**config.mk**
```make
export PLATFORM = sky130hd
export DESIGN_NAME = uart_fifo_core
export DESIGN_NICKNAME = d
export VERILOG_FILES = /design/src/rtl/uart_fifo_core.sv
export SDC_FILE = /design/constraint.sdc
export NUM_CORES = 1
export LEC_CHECK = 0
export ABC_AREA = 0
export BUFFER_PORTS_ARGS = -buffer_cell sky130_fd_sc_hd__buf_4
export CORE_MARGIN = 5
export CORE_UTILIZATION = 55
export CTS_BUF_LIST = sky130_fd_sc_hd__clkbuf_4
export CTS_CLUSTER_SIZE = 10
export DETAILED_ROUTE_END_ITERATION = 6
export PLACE_DENSITY_LB_ADDON = 0.08
export SLEW_MARGIN = 10
export SYNTH_ARGS = -nofsm -noshare
export SYNTH_HDL_FRONTEND = slang
export SYNTH_SLANG_ARGS = --single-unit
```
**constraint.sdc**
```tcl
create_clock -name clk -period 8.9 [get_ports clk]
set_input_delay 2.225 -clock clk [delete_from_list [all_inputs] [get_ports clk]]
set_output_delay 2.225 -clock clk [all_outputs]
set_load 0.03 [all_outputs]
```
**src/rtl/uart_fifo_core.sv**
```systemverilog
// UART core with a programmable 16x tick, optional parity, sticky RX error flags
// and show-ahead TX/RX FIFOs whose status outputs are all registered.

module uart_fifo_buf #(
    parameter int WIDTH = 8,
    parameter int DEPTH = 16,
    parameter int LW    = $clog2(DEPTH) + 1
) (
    input  logic             clk,
    input  logic             reset_n,
    input  logic             push,
    input  logic [WIDTH-1:0] wdata,
    input  logic             pop,
    output logic [WIDTH-1:0] head,
    output logic             full,
    output logic             empty,
    output logic [LW-1:0]    level
);
    localparam int AW = $clog2(DEPTH);

    logic [WIDTH-1:0] mem_q [DEPTH];
    logic [AW-1:0]    wptr_q, wptr_d, rptr_q, rptr_d;
    logic [LW-1:0]    level_q, level_d;
    logic [WIDTH-1:0] head_q, head_d;
    logic             full_q, full_d, empty_q, empty_d;
    logic             push_ok, pop_ok;

    // NOTE: every always_comb output gets a default first so no path leaves it unassigned (no latch).
    always_comb begin
        push_ok = push && !full_q;
        pop_ok  = pop && !empty_q;
        wptr_d  = wptr_q + AW'(push_ok);
        rptr_d  = rptr_q + AW'(pop_ok);
        level_d = level_q + LW'(push_ok) - LW'(pop_ok);
        full_d  = (level_d == LW'(DEPTH));
        empty_d = (level_d == '0);
        head_d  = head_q;
        // The head register mirrors the entry at the post-operation read pointer;
        // a word written into an otherwise empty buffer bypasses storage.
        if (push_ok && (wptr_q == rptr_d))
            head_d = wdata;
        else if (level_d != '0)
            head_d = mem_q[rptr_d];
    end

    // NOTE: storage has no reset; the pointers and level decide which entries are meaningful.
    always_ff @(posedge clk) begin
        if (push_ok)
            mem_q[wptr_q] <= wdata;
    end

    // NOTE: state registers use non-blocking assignments so all flops update from pre-edge values.
    always_ff @(posedge clk or negedge reset_n) begin
        if (!reset_n) begin
            wptr_q  <= '0;
            rptr_q  <= '0;
            level_q <= '0;
            head_q  <= '0;
            full_q  <= 1'b0;
            empty_q <= 1'b1;
        end else begin
            wptr_q  <= wptr_d;
            rptr_q  <= rptr_d;
            level_q <= level_d;
            head_q  <= head_d;
            full_q  <= full_d;
            empty_q <= empty_d;
        end
    end

    assign head  = head_q;
    assign full  = full_q;
    assign empty = empty_q;
    assign level = level_q;
endmodule

module uart_fifo_core #(
    parameter int DATA_BITS  = 8,
    parameter int FIFO_DEPTH = 16,
    parameter int DIV_WIDTH  = 16,
    parameter int LW         = $clog2(FIFO_DEPTH) + 1
) (
    input  logic                 clk,
    input  logic                 reset_n,
    input  logic [DIV_WIDTH-1:0] div,
    input  logic                 parity_en,
    input  logic                 parity_odd,
    input  logic                 uart_rx,
    output logic                 uart_tx,
    input  logic [DATA_BITS-1:0] tx_data,
    input  logic                 tx_write,
    output logic                 tx_full,
    output logic [LW-1:0]        tx_level,
    output logic [DATA_BITS-1:0] rx_data,
    input  logic                 rx_read,
    output logic                 rx_empty,
    output logic [LW-1:0]        rx_level,
    output logic                 rx_frame_err,
    output logic                 rx_parity_err,
    output logic                 rx_overrun,
    input  logic                 err_clear
);
    localparam int BW = $clog2(DATA_BITS);
    localparam logic [BW-1:0] BIT_LAST = BW'(DATA_BITS - 1);

    typedef enum logic [2:0] {S_IDLE, S_START, S_DATA, S_PAR, S_STOP} state_e;

    logic [DIV_WIDTH-1:0] div_cnt_q, div_cnt_d;
    logic                 tick;

    state_e               tx_state_q, tx_state_d;
    logic [3:0]           tx_ticks_q, tx_ticks_d;
    logic [BW-1:0]        tx_bits_q, tx_bits_d;
    logic [DATA_BITS-1:0] tx_shift_q, tx_shift_d;
    logic                 tx_par_q, tx_par_d, tx_line_q, tx_line_d;
    logic                 tx_pop, tx_load, tx_empty;
    logic [DATA_BITS-1:0] tx_head;

    logic [1:0]           rx_sync_q, rx_sync_d;
    logic                 rx_s;
    state_e               rx_state_q, rx_state_d;
    logic [3:0]           rx_ticks_q, rx_ticks_d;
    logic [BW-1:0]        rx_bits_q, rx_bits_d;
    logic [DATA_BITS-1:0] rx_shift_q, rx_shift_d, rx_word_q, rx_word_d;
    logic                 rx_par_q, rx_par_d, rx_push_q, rx_push_d, rx_full;
    logic                 frame_set, parity_set;
    logic                 frame_err_q, frame_err_d, parity_err_q, parity_err_d;
    logic                 overrun_q, overrun_d;

    always_comb begin
        tick      = (div_cnt_q >= div);
        div_cnt_d = tick ? '0 : div_cnt_q + DIV_WIDTH'(1);
    end

    // Bit states last 16 ticks; the 4-bit tick count wraps to 0 at each bit boundary.
    always_comb begin
        tx_state_d = tx_state_q;
        tx_ticks_d = tx_ticks_q;
        tx_bits_d  = tx_bits_q;
        tx_shift_d = tx_shift_q;
        tx_par_d   = tx_par_q;
        tx_line_d  = tx_line_q;
        tx_load    = 1'b0;
        if (tick) begin
            tx_ticks_d = tx_ticks_q + 4'd1;
            case (tx_state_q)
                S_IDLE: begin
                    tx_ticks_d = '0;
                    tx_load    = !tx_empty;
                end
                S_START: if (tx_ticks_q == 4'd15) begin
                    tx_state_d = S_DATA;
                    tx_line_d  = tx_shift_q[0];
                    tx_bits_d  = '0;
                end
                S_DATA: if (tx_ticks_q == 4'd15) begin
                    if (tx_bits_q == BIT_LAST) begin
                        tx_state_d = parity_en ? S_PAR : S_STOP;
                        tx_line_d  = parity_en ? tx_par_q : 1'b1;
                    end else begin
                        tx_shift_d = tx_shift_q >> 1;
                        tx_line_d  = tx_shift_q[1];
                        tx_bits_d  = tx_bits_q + BW'(1);
                    end
                end
                S_PAR: if (tx_ticks_q == 4'd15) begin
                    tx_state_d = S_STOP;
                    tx_line_d  = 1'b1;
                end
                S_STOP: if (tx_ticks_q == 4'd15) begin
                    tx_load    = !tx_empty;
                    tx_state_d = S_IDLE;
                    tx_line_d  = 1'b1;
                end
                default: tx_state_d = S_IDLE;
            endcase
        end
        if (tx_load) begin
            tx_state_d = S_START;
            tx_ticks_d = '0;
            tx_shift_d = tx_head;
            tx_par_d   = (^tx_head) ^ parity_odd;
            tx_line_d  = 1'b0;
        end
        tx_pop = tx_load;
    end

    // Start is confirmed 8 ticks after detection; later bits are sampled every 16 ticks.
    always_comb begin
        rx_sync_d  = {rx_sync_q[0], uart_rx};
        rx_s       = rx_sync_q[1];
        rx_state_d = rx_state_q;
        rx_ticks_d = rx_ticks_q;
        rx_bits_d  = rx_bits_q;
        rx_shift_d = rx_shift_q;
        rx_par_d   = rx_par_q;
        rx_word_d  = rx_word_q;
        rx_push_d  = 1'b0;
        frame_set  = 1'b0;
        parity_set = 1'b0;
        if (tick) begin
            rx_ticks_d = rx_ticks_q + 4'd1;
            case (rx_state_q)
                S_IDLE: begin
                    rx_ticks_d = '0;
                    if (!rx_s)
                        rx_state_d = S_START;
                end
                S_START: if (rx_ticks_q == 4'd7) begin
                    rx_ticks_d = '0;
                    rx_bits_d  = '0;
                    rx_state_d = rx_s ? S_IDLE : S_DATA;
                end
                S_DATA: if (rx_ticks_q == 4'd15) begin
                    rx_shift_d = {rx_s, rx_shift_q[DATA_BITS-1:1]};
                    if (rx_bits_q == BIT_LAST)
                        rx_state_d = parity_en ? S_PAR : S_STOP;
                    else
                        rx_bits_d = rx_bits_q + BW'(1);
                end
                S_PAR: if (rx_ticks_q == 4'd15) begin
                    rx_par_d   = rx_s;
                    rx_state_d = S_STOP;
                end
                S_STOP: if (rx_ticks_q == 4'd15) begin
                    rx_state_d = S_IDLE;
                    if (!rx_s) begin
                        frame_set = 1'b1;
                    end else begin
                        rx_push_d  = 1'b1;
                        rx_word_d  = rx_shift_q;
                        parity_set = parity_en && (rx_par_q != ((^rx_shift_q) ^ parity_odd));
                    end
                end
                default: rx_state_d = S_IDLE;
            endcase
        end
        frame_err_d  = frame_set  || (frame_err_q  && !err_clear);
        parity_err_d = parity_set || (parity_err_q && !err_clear);
        overrun_d    = (rx_push_q && rx_full) || (overrun_q && !err_clear);
    end

    always_ff @(posedge clk or negedge reset_n) begin
        if (!reset_n) begin
            div_cnt_q    <= '0;
            tx_state_q   <= S_IDLE;
            tx_ticks_q   <= '0;
            tx_bits_q    <= '0;
            tx_shift_q   <= '0;
            tx_par_q     <= 1'b0;
            tx_line_q    <= 1'b1;
            rx_sync_q    <= 2'b11;
            rx_state_q   <= S_IDLE;
            rx_ticks_q   <= '0;
            rx_bits_q    <= '0;
            rx_shift_q   <= '0;
            rx_par_q     <= 1'b0;
            rx_word_q    <= '0;
            rx_push_q    <= 1'b0;
            frame_err_q  <= 1'b0;
            parity_err_q <= 1'b0;
            overrun_q    <= 1'b0;
        end else begin
            div_cnt_q    <= div_cnt_d;
            tx_state_q   <= tx_state_d;
            tx_ticks_q   <= tx_ticks_d;
            tx_bits_q    <= tx_bits_d;
            tx_shift_q   <= tx_shift_d;
            tx_par_q     <= tx_par_d;
            tx_line_q    <= tx_line_d;
            rx_sync_q    <= rx_sync_d;
            rx_state_q   <= rx_state_d;
            rx_ticks_q   <= rx_ticks_d;
            rx_bits_q    <= rx_bits_d;
            rx_shift_q   <= rx_shift_d;
            rx_par_q     <= rx_par_d;
            rx_word_q    <= rx_word_d;
            rx_push_q    <= rx_push_d;
            frame_err_q  <= frame_err_d;
            parity_err_q <= parity_err_d;
            overrun_q    <= overrun_d;
        end
    end

    uart_fifo_buf #(.WIDTH(DATA_BITS), .DEPTH(FIFO_DEPTH), .LW(LW)) u_tx_fifo (
        .clk     (clk),
        .reset_n (reset_n),
        .push    (tx_write),
        .wdata   (tx_data),
        .pop     (tx_pop),
        .head    (tx_head),
        .full    (tx_full),
        .empty   (tx_empty),
        .level   (tx_level)
    );

    uart_fifo_buf #(.WIDTH(DATA_BITS), .DEPTH(FIFO_DEPTH), .LW(LW)) u_rx_fifo (
        .clk     (clk),
        .reset_n (reset_n),
        .push    (rx_push_q),
        .wdata   (rx_word_q),
        .pop     (rx_read),
        .head    (rx_data),
        .full    (rx_full),
        .empty   (rx_empty),
        .level   (rx_level)
    );

    assign uart_tx       = tx_line_q;
    assign rx_frame_err  = frame_err_q;
    assign rx_parity_err = parity_err_q;
    assign rx_overrun    = overrun_q;
endmodule

```
# After elaboration in Yosys (flattened, before gate mapping)
# Memory sizes are Yosys's and may differ from the RTL's. A register that Yosys moved wholly into a read port is not among the register bits.
# Index checks and enable logic that the tools add are counted.
# totals
regBits	99
mem_bits_rw	256
inputBits	32
out_inout_bits	24
word_cells	191
n_memories	2
# mem_list
name	words	width	rd	rd_ports_with_merged_regs	write_ports	line	rtl
u_rx_fifo.mem_q	16	8	1	1	1	21	logic [WIDTH-1:0] mem_q [DEPTH];
u_tx_fifo.mem_q	16	8	1	1	1	21	
# classes
addsub	13
order_cmp	1
n_eq_ne	36
n_mux	62
bitwise_logic	2
n_reduce_logical	47
# op_table
op	count
two-way mux 3 bit	19
two-way mux 8 bit	5
one-hot mux 3 bit (5 select lines)	2
two-way mux 1 bit	25
inequality test 2 bit, second input constant	10
adder 16 x 1 -> 16 bit, second input constant	1
adder 4 x 1 -> 4 bit	4
>= comparator 16 bit	1
two-way mux 16 bit	1
two-way mux 4 bit	4
parity 8 bit	2
inequality test 3 x 2 -> 1 bit, second input constant	5
AND reduction 5 bit	3
AND reduction 7 bit	2
nonzero test 2 bit	7
equality test 3 x 2 -> 1 bit, second input constant	4
equality test 3 bit, second input constant	4
one-hot mux 3 bit (2 select lines)	2
logical AND 1 bit	11
adder 5 x 1 -> 5 bit	2
equality test 5 bit, second input constant	2
logical NOT 5 bit	2
nonzero test 5 bit	2
subtractor 5 x 1 -> 5 bit	2
21 further kinds	39

# Logic depth before layout (Yosys ltp)
# Gate-level depths: netlist of run 1.
# logic_depth
depth_word	9
depth_mapped	22
ltp_nobuf	19

# Cells and area by module
# Synthesis of run 1 repeated with hierarchy kept, for this count alone.
# unflattened
cells_unflattened	1198
area_unflattened_um2	16171.8
# modules_own_cells
module	instances	cells_per_inst	area_per_inst_um2	seq_area_each_um2
uart_fifo_buf (u_tx_fifo)	1	406	6124.6	4420.5
uart_fifo_buf (u_rx_fifo)	1	405	6120.9	4420.5
uart_fifo_core	1	387	3926.3	1730.4

# Worst setup path before layout of run 1
# No wires, ideal clock.
# synth_path
path_type	input port to flip-flop
from	input port div[13]
to	register u_tx_fifo.head_q[1] (netlist: u_tx_fifo.head[1]), read port of u_tx_fifo.mem_q
setup_ns	0.065
arrival_time_ns	6.072
required_time_ns	8.835
path_slack_ns	2.763
cell_stages	21
path_buffers	3
cell_sequence	inv_1 ha_1 a211oi_1 nor2_1 nor4_4 nand3_2 nand2_2 inv_4 clkbuf_1 ha_1 inv_1 ha_1 fa_1 xor2_1 nor4_1 nor2b_1 clkbuf_1 clkbuf_1 nand2_1 o311ai_1 o21a_1
# synth_between
word_cells_on_any_way	9
classes_between	add/sub (2); order compare (1); eq/ne (1); mux (1); reduce/logical (4)
# synth_lines
element	line	rtl
from (decl)	85	input logic [DIV_WIDTH-1:0] div,
>= comparator 16 bit	131	tick = (div_cnt_q >= div);
two-way mux 1 bit	144	if (tick) begin
logical AND 1 bit	31	pop_ok = pop && !empty_q;
subtractor 5 x 1 -> 5 bit	34	level_d = level_q + LW'(push_ok) - LW'(pop_ok);
named net u_tx_fifo.level_d[2]	23	logic [LW-1:0] level_q, level_d;
nonzero test 5 bit	42	else if (level_d != '0)
nonzero test 2 bit (no source line)	-	
to (decl)	24	logic [WIDTH-1:0] head_q, head_d;
# The timed path passes the listed nets, and every way through them passes these cells.
# A chain may end at the register's enable or synchronous reset.

# Worst setup path after layout of run 1
# layout_path
from	input port div[13]
to	register u_tx_fifo.head_q[1] (netlist: u_tx_fifo.head[1]), read port of u_tx_fifo.mem_q
# layout_between
elab_chain_len	7
word_cells_on_any_way	9
classes_between	add/sub (2); order compare (1); eq/ne (1); mux (1); reduce/logical (4)
# layout_lines
element	line	rtl
>= comparator 16 bit (*)	131	
two-way mux 1 bit (*)	144	
logical AND 1 bit (*)	31	
adder 4 x 1 -> 4 bit (*)	33	rptr_d = rptr_q + AW'(pop_ok);
named net u_tx_fifo.rptr_d[1]	22	logic [AW-1:0] wptr_q, wptr_d, rptr_q, rptr_d;
equality test 4 bit	40	if (push_ok && (wptr_q == rptr_d))
logical AND 1 bit	40	
nonzero test 2 bit (no source line)	-	
# Mark *: on every way through the listed nets, which the timed path passes. The rest lies on a longest branch.

==> metrics.cfg, run 1 <==
[yosys]
yosys-top-cells-area=edfxtp_1 48%, dfrtp_1 17%, mux4_2 5.6%, nand2_1 3.6%, ha_1 3.1%
syn_area_per_cell_um2=13.6
syn-instance-count=1189
yosysSeqAreaShare_pct=65.4
synth_top_area_cell=edfxtp_1
synth_top_flop_cell=edfxtp_1
synthArstFlopShare_pct=31.0
yosysMostFrequentCell=edfxtp_1
synth-edff-count=256
yosys_warnings=0
ys_top_cells_by_count=256 x edfxtp_1, 157 x nand2_1, 110 x dfrtp_1
yosysUniqueCellTypes=68
synth_area_mm2=0.0162
ys_ff_latch=371
syn-num-nets=1263
synth_top_area_share_pct=47.5

[cells_and_area]
fin_area_mm2=0.0182
drive_gt1_share_pct=21.7
fillers=2258
nNetsFinal=1377
area_delta_synth_final_pct=12.3

[setup_path]
max_stage_delay_ns=0.79
r2r_cells=14
cp_num_buf_inv=4
critPathMaxFanout=28
critPathRequiredTime_ns=9.47
crit_type=input pin to flop
crit_path_cell_trace=buf_4, inv_1, ha_1, a211oi_1, nor2_1, nor4_4, nand3_2, nand2_2, inv_4, and2_1, ha_1, buf_4, xor2_1, nor3_1, nand3_1, o21a_1
crit_family=simple AND/OR/NAND/NOR gates
start_kind=input pin
slowest_stage=ha_1
worst-path-stages=16
arrival_ns=6.86
critPathCaptureType=flop

[cts]
htreeDepth=3
insertion_delay_ns=0.72
cts_resized=0
cts_buffers=95
cts_tree=built
cts_root_buf=clkbuf_4
cts_hold_buf=0
cts_max_path_buffers=3
clkSinkCount=371
cts_setup_buffers=0
clkTransAtPathRegs_ns=0.06

[global_route]
grt_max_degree=62
grt_antenna_before_repair=1
grt_pass1_wl_mm=54.5
grt_pass1_vias=10100
grt_use_total_pct=20.7
overflow=0

[detailed_routing]
dr.pass1.iters=5
routed_wl_mm=33.6
ant_nets=0
vias=9891
route.detailed.drc=0
dr.first_iter.drc_count=778
viasPerCell=5.63
wl_per_cell_um=19.1

[pwr]
swShare_pct=33.4
p_int_w=0.00351
power.share.combinational_pct=29.7
seqPwrFrac_pct=43.1
powerDensity_mw_per_mm2=290
leakage_nw=6.86
irDropWorstVdd_uv=227
pwr-share-clk_pct=27.2
p_switching_w=0.00176

[sta]
hold_viol=0
fmax_mhz=159
rsz0062_at_grt=false
period_share_pct=70.8
drv_slew=0
post-route-min-period_ns=6.30
setup_viol=0
fin_setup_tns_ns=0
clock-skew-final_ns=0.0576
slew-limit-headroom_pct=21.7
tightest_slew_ns=1.17

[die]
rows=62
core-area_mm2=0.0289
start_util_pct=56.0
die-area_mm2=0.0329
ios=56
die_height_um=181
die_w_um=181

[place]
place_area_mm2=0.0169
io_buffer_count=55
dp_hpwl_mm=21.4
place.gp.congestion=0.766

[status]
status=finished, final reports clean

[min_path]
hp-class=flop to flop
holdPathStages=0

[job]
maxCapViolCount=0

through the flow:
| stage | util (%) | hold WS [ns] | instances | setup slack, ns | total power, W |
|---|---|---|---|---|---|
| after floorplan | - | 0.345 | 1189 | 2.76 | 0.00346 |
| after global placement | 58.7 | 0.347 | 1590 | 1.75 | 0.00384 |
| after detailed placement | 58.7 | 0.350 | 1590 | 1.60 | 0.00388 |
| after CTS | 62.9 | 0.363 | 1755 | 2.31 | 0.00533 |
| after global routing | 62.9 | 0.372 | 1756 | 2.16 | 0.00562 |
| final | 62.9 | 0.363 | 1756 | 2.60 | 0.00527 |
placed cells by master, fill, tap and decap left out, types with 8 or more instances in the layout:
cell | Yosys | layout
mux4_2 | 40 | 40
buf_4 | 1 | 70
a211oi_1 | 14 | 14
o21ai_0 | 25 | 25
nand3_1 | 50 | 50
mux2_2 | 12 | 12
nand4_1 | 13 | 13
nor2_1 | 77 | 77
edfxtp_1 | 256 | 256
nor3_1 | 19 | 19
clkinv_1 | 1 | 15
clkbuf_4 | 0 | 143
o21ai_1 | 8 | 8
inv_1 | 47 | 47
xnor2_1 | 36 | 36
a21oi_1 | 39 | 39
nand3b_1 | 11 | 11
nor2b_1 | 18 | 17
nand2_1 | 157 | 157
dfrtp_1 | 110 | 110
xor2_1 | 18 | 18
o311ai_1 | 8 | 8
a32oi_1 | 8 | 8
mux2i_1 | 26 | 26
ha_1 | 40 | 38
metal layers:
| metal | up-vias | global-route usage (%) | share of wire, % |
|---|---|---|---|
| met1 | 4887 | 27.3 | 43 |
| li1 | 4681 | - | - |
| met4 | 0 | 6.99 | 2.1 |
| met5 | - | 0 | 0 |
| met2 | 271 | 35.1 | 50 |
| met3 | 52 | 3.94 | 4.7 |
flip-flops by register name, indices dropped and copies added (netlist names), 4 cells and up:
signal,flops
div_cnt_q,16
rx_shift_q,8
rx_ticks_q,4
rx_word_q,8
tx_shift_q,8
tx_ticks_q,4
u_rx_fifo.head,8
u_rx_fifo.level,5
u_rx_fifo.mem_q,128
u_rx_fifo.rptr_q,4
u_rx_fifo.wptr_q,4
u_tx_fifo.head,8
u_tx_fifo.level,5
u_tx_fifo.mem_q,128
u_tx_fifo.rptr_q,4
u_tx_fifo.wptr_q,4
worst reg2reg max path, cell delays in order, from the launching register on:
cell and delay (ns):
dfrtp_1 0.43, ha_1 0.33, a211oi_1 0.21, nor2_1 0.10, nor4_4 0.44, nand3_2 0.48
nand2_2 0.31, inv_4 0.13, and2_1 0.18, ha_1 0.79, buf_4 0.43, xor2_1 0.11
nor3_1 0.15, nand3_1 0.50, o21a_1 0.38
area by class of cell:
type / count / area, um^2 / share of cell area, %
Sequential cell: 371 / 10600 / 58.2
Multi-Input combinational cell: 715 / 5180 / 28.5
Clock buffer: 143 / 1070 / 5.91
Timing Repair Buffer: 70 / 526 / 2.89
Tap cell: 384 / 480 / 2.65
Inverter: 50 / 190 / 1.05
Clock inverter: 22 / 138 / 0.758
Antenna cell: 1 / 2.50 / 0.0138
cell families after synthesis:
| group | Yosys count | synth area share (%) |
|---|---|---|
| multiplexers | 79 | 8.08 |
| AO/OA/AOI/OAI | 153 | 6.23 |
| XOR/XNOR | 55 | 3.09 |
| adder cells (fa/ha/maj) | 42 | 3.34 |
| AND/OR/NAND/NOR | 386 | 11.2 |
| buffers and inverters | 103 | 2.64 |
| flip-flops | 371 | 65.4 |
path summary, 6_finish.rpt:
kind	start	endpoint	slack, ns
min	rx_sync_q[0]	rx_sync_q[1]	0.36
max in group asynchronous	reset_n	u_tx_fifo.rptr_q[0]	6.02
min in group asynchronous	reset_n	u_rx_fifo.head[4]	1.58
max reg2reg	div_cnt_q[13]	u_tx_fifo.head[1]	3.77
min reg2reg	rx_sync_q[0]	rx_sync_q[1]	0.36
max	div[13]	u_tx_fifo.head[1]	2.60
power groups by stage:
stage / Clock, W / Combinational [W] / Sequential [W]
final: 0.00143 / 0.00156 / 0.00227
after global placement: 0 / 0.00154 / 0.00230
after global routing: 0.00158 / 0.00175 / 0.00230
after detailed placement: 0 / 0.00158 / 0.00230
after floorplan: 0 / 0.00117 / 0.00229
after CTS: 0.00147 / 0.00158 / 0.00227
No activity file was read; power rests on OpenSTA's default activity.
==> run 2, diff against run 1 <==
- clock period: 8.9 -> 6.2 ns (I/O delays scaled with it)
==> metrics.cfg, run 2 (same netlist as run 1, synthesis figures left out) <==
[setup_path]
start_kind=input pin
slowest_stage=nor4_4
max_stage_delay_ns=0.44  ; -0.35 ns
crit_type=input pin to flop
r2r_start=div_cnt_q[13]
arrival_ns=5.58  ; -1.28 ns
critPathMaxFanout=17  ; -39%
cp_common_cell=ha_1
crit_path_cell_trace=buf_4, inv_1, ha_1, a211oi_1, nor2_1, nor4_4, nand3_2, nand2_2, inv_4, ha_1, inv_1, ha_1, fa_1, a21o_1, a21oi_1, xnor2_1, nor2b_1, buf_4, a21oi_1, or4b_1, a31oi_1
r2r_slack_ns=1.72  ; -2.05 ns
r2r_cells=19  ; +5
critPathRequiredTime_ns=6.78  ; -2.69 ns
reg2reg_to=u_tx_fifo.head[2]
critPathCaptureType=flop

[die]
ios=56  ; unchanged
die_height_um=181  ; unchanged
rows=62  ; unchanged
die_w_um=181  ; unchanged
die-area_mm2=0.0329  ; unchanged
core-area_mm2=0.0289  ; unchanged
start_util_pct=56.0  ; unchanged

[sta]
fin_setup_tns_ns=0  ; unchanged
hold_viol=0  ; unchanged
clock-skew-final_ns=0.0636  ; +0.00593 ns
fmax_mhz=200
post-route-min-period_ns=5.00
period_share_pct=80.7
rsz0062_at_grt=false
slew-limit-headroom_pct=26.3  ; +4.6 points
tightest_slew_ns=1.10  ; -0.0680 ns
setup_viol=0  ; unchanged
drv_slew=0  ; unchanged

[cts]
cts_tree=built
cts_max_path_buffers=3  ; unchanged
htreeDepth=3  ; unchanged
clkTransAtPathRegs_ns=0.06  ; about the same
cts_root_buf=clkbuf_4
insertion_delay_ns=0.72  ; about the same
clkSinkCount=371  ; unchanged
cts_resized=0  ; unchanged
cts_setup_buffers=0  ; unchanged
cts_buffers=95  ; unchanged
cts_hold_buf=0  ; unchanged

[global_route]
overflow=0  ; unchanged
grt_antenna_before_repair=1  ; unchanged
grt_max_degree=70  ; +13%
grt_pass1_wl_mm=54.6  ; +0.24%
grt_pass1_vias=10100  ; -0.059%
grt_use_total_pct=20.8  ; +0.091 points

[place]
dp_hpwl_mm=21.9  ; +2.5%
place.gp.congestion=0.808  ; +5.4%
place_area_mm2=0.0170  ; +0.31%
io_buffer_count=55  ; unchanged

[detailed_routing]
dr.first_iter.drc_count=693  ; -11%
dr.pass1.iters=5  ; unchanged
route.detailed.drc=0  ; unchanged
ant_nets=0  ; unchanged
viasPerCell=5.59  ; -0.79%
wl_met3_mm=1.63  ; +3.8%
m1WireLength_mm=14.7  ; +1.7%
vias=9919  ; +0.28%
routed.top_layer=met4
dr_wl_met2_mm=17.0  ; +0.72%
routed_wl_mm=33.9  ; +0.99%
wl_per_cell_um=19.1  ; about the same

[cells_and_area]
layout_common_cells=256 x edfxtp_1, 157 x nand2_1, 154 x clkbuf_4
top_regs=u_rx_fifo.mem_q: 128 flops, u_tx_fifo.mem_q: 128 flops, div_cnt_q: 16 flops
drive_gt1_share_pct=22.4  ; +0.78 points
final_common_cell=edfxtp_1
nNetsFinal=1384  ; +0.51%
area_delta_synth_final_pct=12.9
fin_area_mm2=0.0183  ; +0.56%

[status]
status=finished, final reports clean

[job]
maxCapViolCount=0  ; unchanged

[pwr]
powerDensity_mw_per_mm2=417  ; +44%
irDropWorstVdd_uv=331  ; +46%
leakage_nw=6.98  ; +1.7%

[min_path]
holdPathStages=0  ; unchanged
worstHoldEndpoint=rx_sync_q[1]
hp-class=flop to flop
min_from=rx_sync_q[0]

==> run 2: per-stage QoR <==
step	cells	utilization [%]	hold slack [ns]	power, W	setup WS [ns]
floorplan	1189	-	0.345	0.00497	0.738
global placement	1597	58.9	0.348	0.00556	0.606
detailed placement	1597	58.9	0.350	0.00560	0.515
CTS	1774	63.3	0.363	0.00772	1.19
global route	1775	63.3	0.371	0.00811	0.892
finish	1775	63.3	0.360	0.00762	1.20
==> run 2: power by group <==
group          switching, W  internal [W]  total, W
combinational       0.00128      0.000986   0.00227
clock              0.000971       0.00113   0.00210
sequential         0.000288       0.00297   0.00326
==> run 2: how the worst max path moves through the flow <==
| stage | slack [ns] | start | cells after the start | end |
|---|---|---|---|---|
| after global placement | 0.61 | div[13] | 21 | u_tx_fifo.head[2] |
| after global routing | 0.89 | div[13] | 21 | u_tx_fifo.head[2] |
| after floorplan | 0.74 | div[13] | 21 | u_tx_fifo.head[1] |
| after detailed placement | 0.52 | div[13] | 21 | u_tx_fifo.head[2] |
| after CTS | 1.19 | div[13] | 21 | u_tx_fifo.head[2] |
| final | 1.20 | div[13] | 21 | u_tx_fifo.head[2] |
==> run 2: worst max-delay path, delay by kind of cell <==
family / cells / cell delay (ns)
fa+ha+maj: 4 / 1.22
simple gates: 6 / 1.37
xor+xnor: 1 / 0.18
buf+inv: 5 / 0.47
compound gates: 5 / 0.79
==> run 2: final cells by class <==
type                       instances  area (um^2)
fill                            2338        10600
sequential                       371        10600
multi-input combinational        715         5180
clock buffer                     154         1160
timing repair buffer              77          578
tap                              384          480
inverter                          50          190
clock inverter                    23          108
antenna                            1         2.50
==> run 2: per-layer routing <==
layer / track usage (%) / up-vias
met5: 0 / -
met4: 6.24 / 0
met3: 4.58 / 49
met2: 35.2 / 255
met1: 27.4 / 4918
li1: - / 4697
==> run 3, diff against run 2 <==
- clock period: 6.2 -> 4.5 ns (I/O delays scaled with it)
==> metrics.cfg, run 3 (same netlist as run 1, synthesis figures left out) <==
[status]
status=finished, final reports clean

[sta]
drv_slew=0  ; unchanged
setup_viol=0  ; unchanged
fin_setup_tns_ns=0  ; unchanged
fin_ws_ns=0.428  ; -0.769 ns
period_share_pct=90.5
slew-limit-headroom_pct=35.1  ; +8.9 points
fmax_mhz=246
post-route-min-period_ns=4.07
clock-skew-final_ns=0.0606  ; -0.00294 ns
tightest_slew_ns=0.970  ; -0.133 ns
hold_viol=0  ; unchanged
rsz0062_at_grt=false

[job]
maxCapViolCount=0  ; unchanged

[die]
die_w_um=181  ; unchanged
core-area_mm2=0.0289  ; unchanged
die_height_um=181  ; unchanged
start_util_pct=56.0  ; unchanged
ios=56  ; unchanged
rows=62  ; unchanged
die-area_mm2=0.0329  ; unchanged

[detailed_routing]
route.detailed.drc=0  ; unchanged
dr.pass1.iters=5  ; unchanged
wl_per_cell_um=18.9  ; -0.98%
routed_wl_mm=33.9  ; about the same
ant_nets=0  ; unchanged
dr.first_iter.drc_count=618  ; -11%
vias=9950  ; +0.31%
viasPerCell=5.55  ; -0.64%

[cells_and_area]
drive_gt1_share_pct=23.4  ; +0.94 points
final_common_cell=edfxtp_1
area_delta_synth_final_pct=14.6
final_util_pct=64.2  ; +0.94 points
nNetsFinal=1405  ; +1.5%
top_regs=u_rx_fifo.mem_q: 128 flops, u_tx_fifo.mem_q: 128 flops, div_cnt_q: 16 flops
fin_area_mm2=0.0185  ; +1.5%
layout_common_cells=256 x edfxtp_1, 157 x nand2_1, 135 x clkbuf_4

[cts]
cts_tree=built
cts_root_buf=clkbuf_4
htreeDepth=3  ; unchanged
cts_max_path_buffers=3  ; unchanged
insertion_delay_ns=0.72  ; about the same
clkTransAtPathRegs_ns=0.06  ; about the same
clkSinkCount=371  ; unchanged
cts_hold_buf=0  ; unchanged
cts_buffers=93  ; -2.1%
cts_resized=0  ; unchanged
cts_setup_buffers=0  ; unchanged

[setup_path]
critPathCaptureType=flop
slowest_stage=fa_2
start_kind=input pin
crit_type=input pin to flop
cp_num_buf_inv=5  ; unchanged
crit_family=simple AND/OR/NAND/NOR gates
critPathMaxFanout=16  ; -1
critPathRequiredTime_ns=5.11  ; -1.67 ns
arrival_ns=4.68  ; -0.90 ns
crit_path_cell_trace=buf_4, inv_2, ha_1, nor2b_1, o211a_1, o311ai_4, nand3_2, nand2_4, inv_6, ha_4, inv_2, ha_4, fa_2, xor2_1, nor4_1, nor2b_1, buf_4, nand2_1, o311ai_1, o21a_1
max_stage_delay_ns=0.36  ; -0.08 ns

[place]
place_area_mm2=0.0174  ; +2.1%
io_buffer_count=55  ; unchanged
place.gp.congestion=0.831  ; +2.9%
dp_hpwl_mm=22.1  ; +1.0%
place_ws_ns=-0.271  ; -0.786 ns

[global_route]
grt_pass1_vias=10100  ; +0.11%
grt_use_total_pct=20.8  ; -0.072 points
overflow=0  ; unchanged
grt_antenna_before_repair=1  ; unchanged
grt_pass1_wl_mm=54.4  ; -0.42%
grt_max_degree=66  ; -5.7%

[pwr]
powerDensity_mw_per_mm2=564  ; +35%
irDropWorstVdd_uv=438  ; +32%
leakage_nw=7.10  ; +1.8%

[min_path]
hp-class=flop to flop

run 3: layer usage:
metal	track usage, %	part of all wire, %	vias up	routed length [um]
li1	-	-	4749	-
met1	26.9	42	4883	14100
met2	35.4	51	253	17400
met3	4.10	4.8	65	1620
met4	7.15	2.1	0	726
met5	0	0	-	0
run 3: cell type report:
class                           count  area, um^2
Sequential cell                   371       10600
Fill cell                        2274       10300
Multi-Input combinational cell    715        5260
Clock buffer                      135        1010
Timing Repair Buffer              100         851
Tap cell                          384         480
Inverter                           50         200
Clock inverter                     36         163
Antenna cell                        1        2.50
run 3: worst paths after layout:
kind | to | cells after the start | slack, ns | from
max in group asynchronous | uart_tx | 2 | 3.09 | reset_n
worst min register to register | rx_sync_q[1] | 0 | 0.36 | rx_sync_q[0]
worst max-delay path | u_tx_fifo.head[3] | 20 | 0.43 | div[1]
worst max register to register | u_tx_fifo.head[3] | 18 | 0.51 | div_cnt_q[13]
worst min-delay path | rx_sync_q[1] | 0 | 0.36 | rx_sync_q[0]
min in group asynchronous | u_rx_fifo.level[4] | 1 | 0.53 | reset_n
run 3: metrics by stage:
step / std cells / total power (W) / hold slack (ns)
finish: 1792 / 0.0105 / 0.358
global placement: 1620 / 0.00779 / 0.349
CTS: 1791 / 0.0106 / 0.359
detailed placement: 1620 / 0.00785 / 0.349
global route: 1792 / 0.0112 / 0.359
floorplan: 1189 / 0.00690 / 0.345
run 3: power by group:
group | internal (W) | leakage [nW] | switching, W
logic | 0.00148 | 2.67 | 0.00178
registers | 0.00409 | 3.73 | 0.000388
clock network | 0.00139 | 0.694 | 0.00133
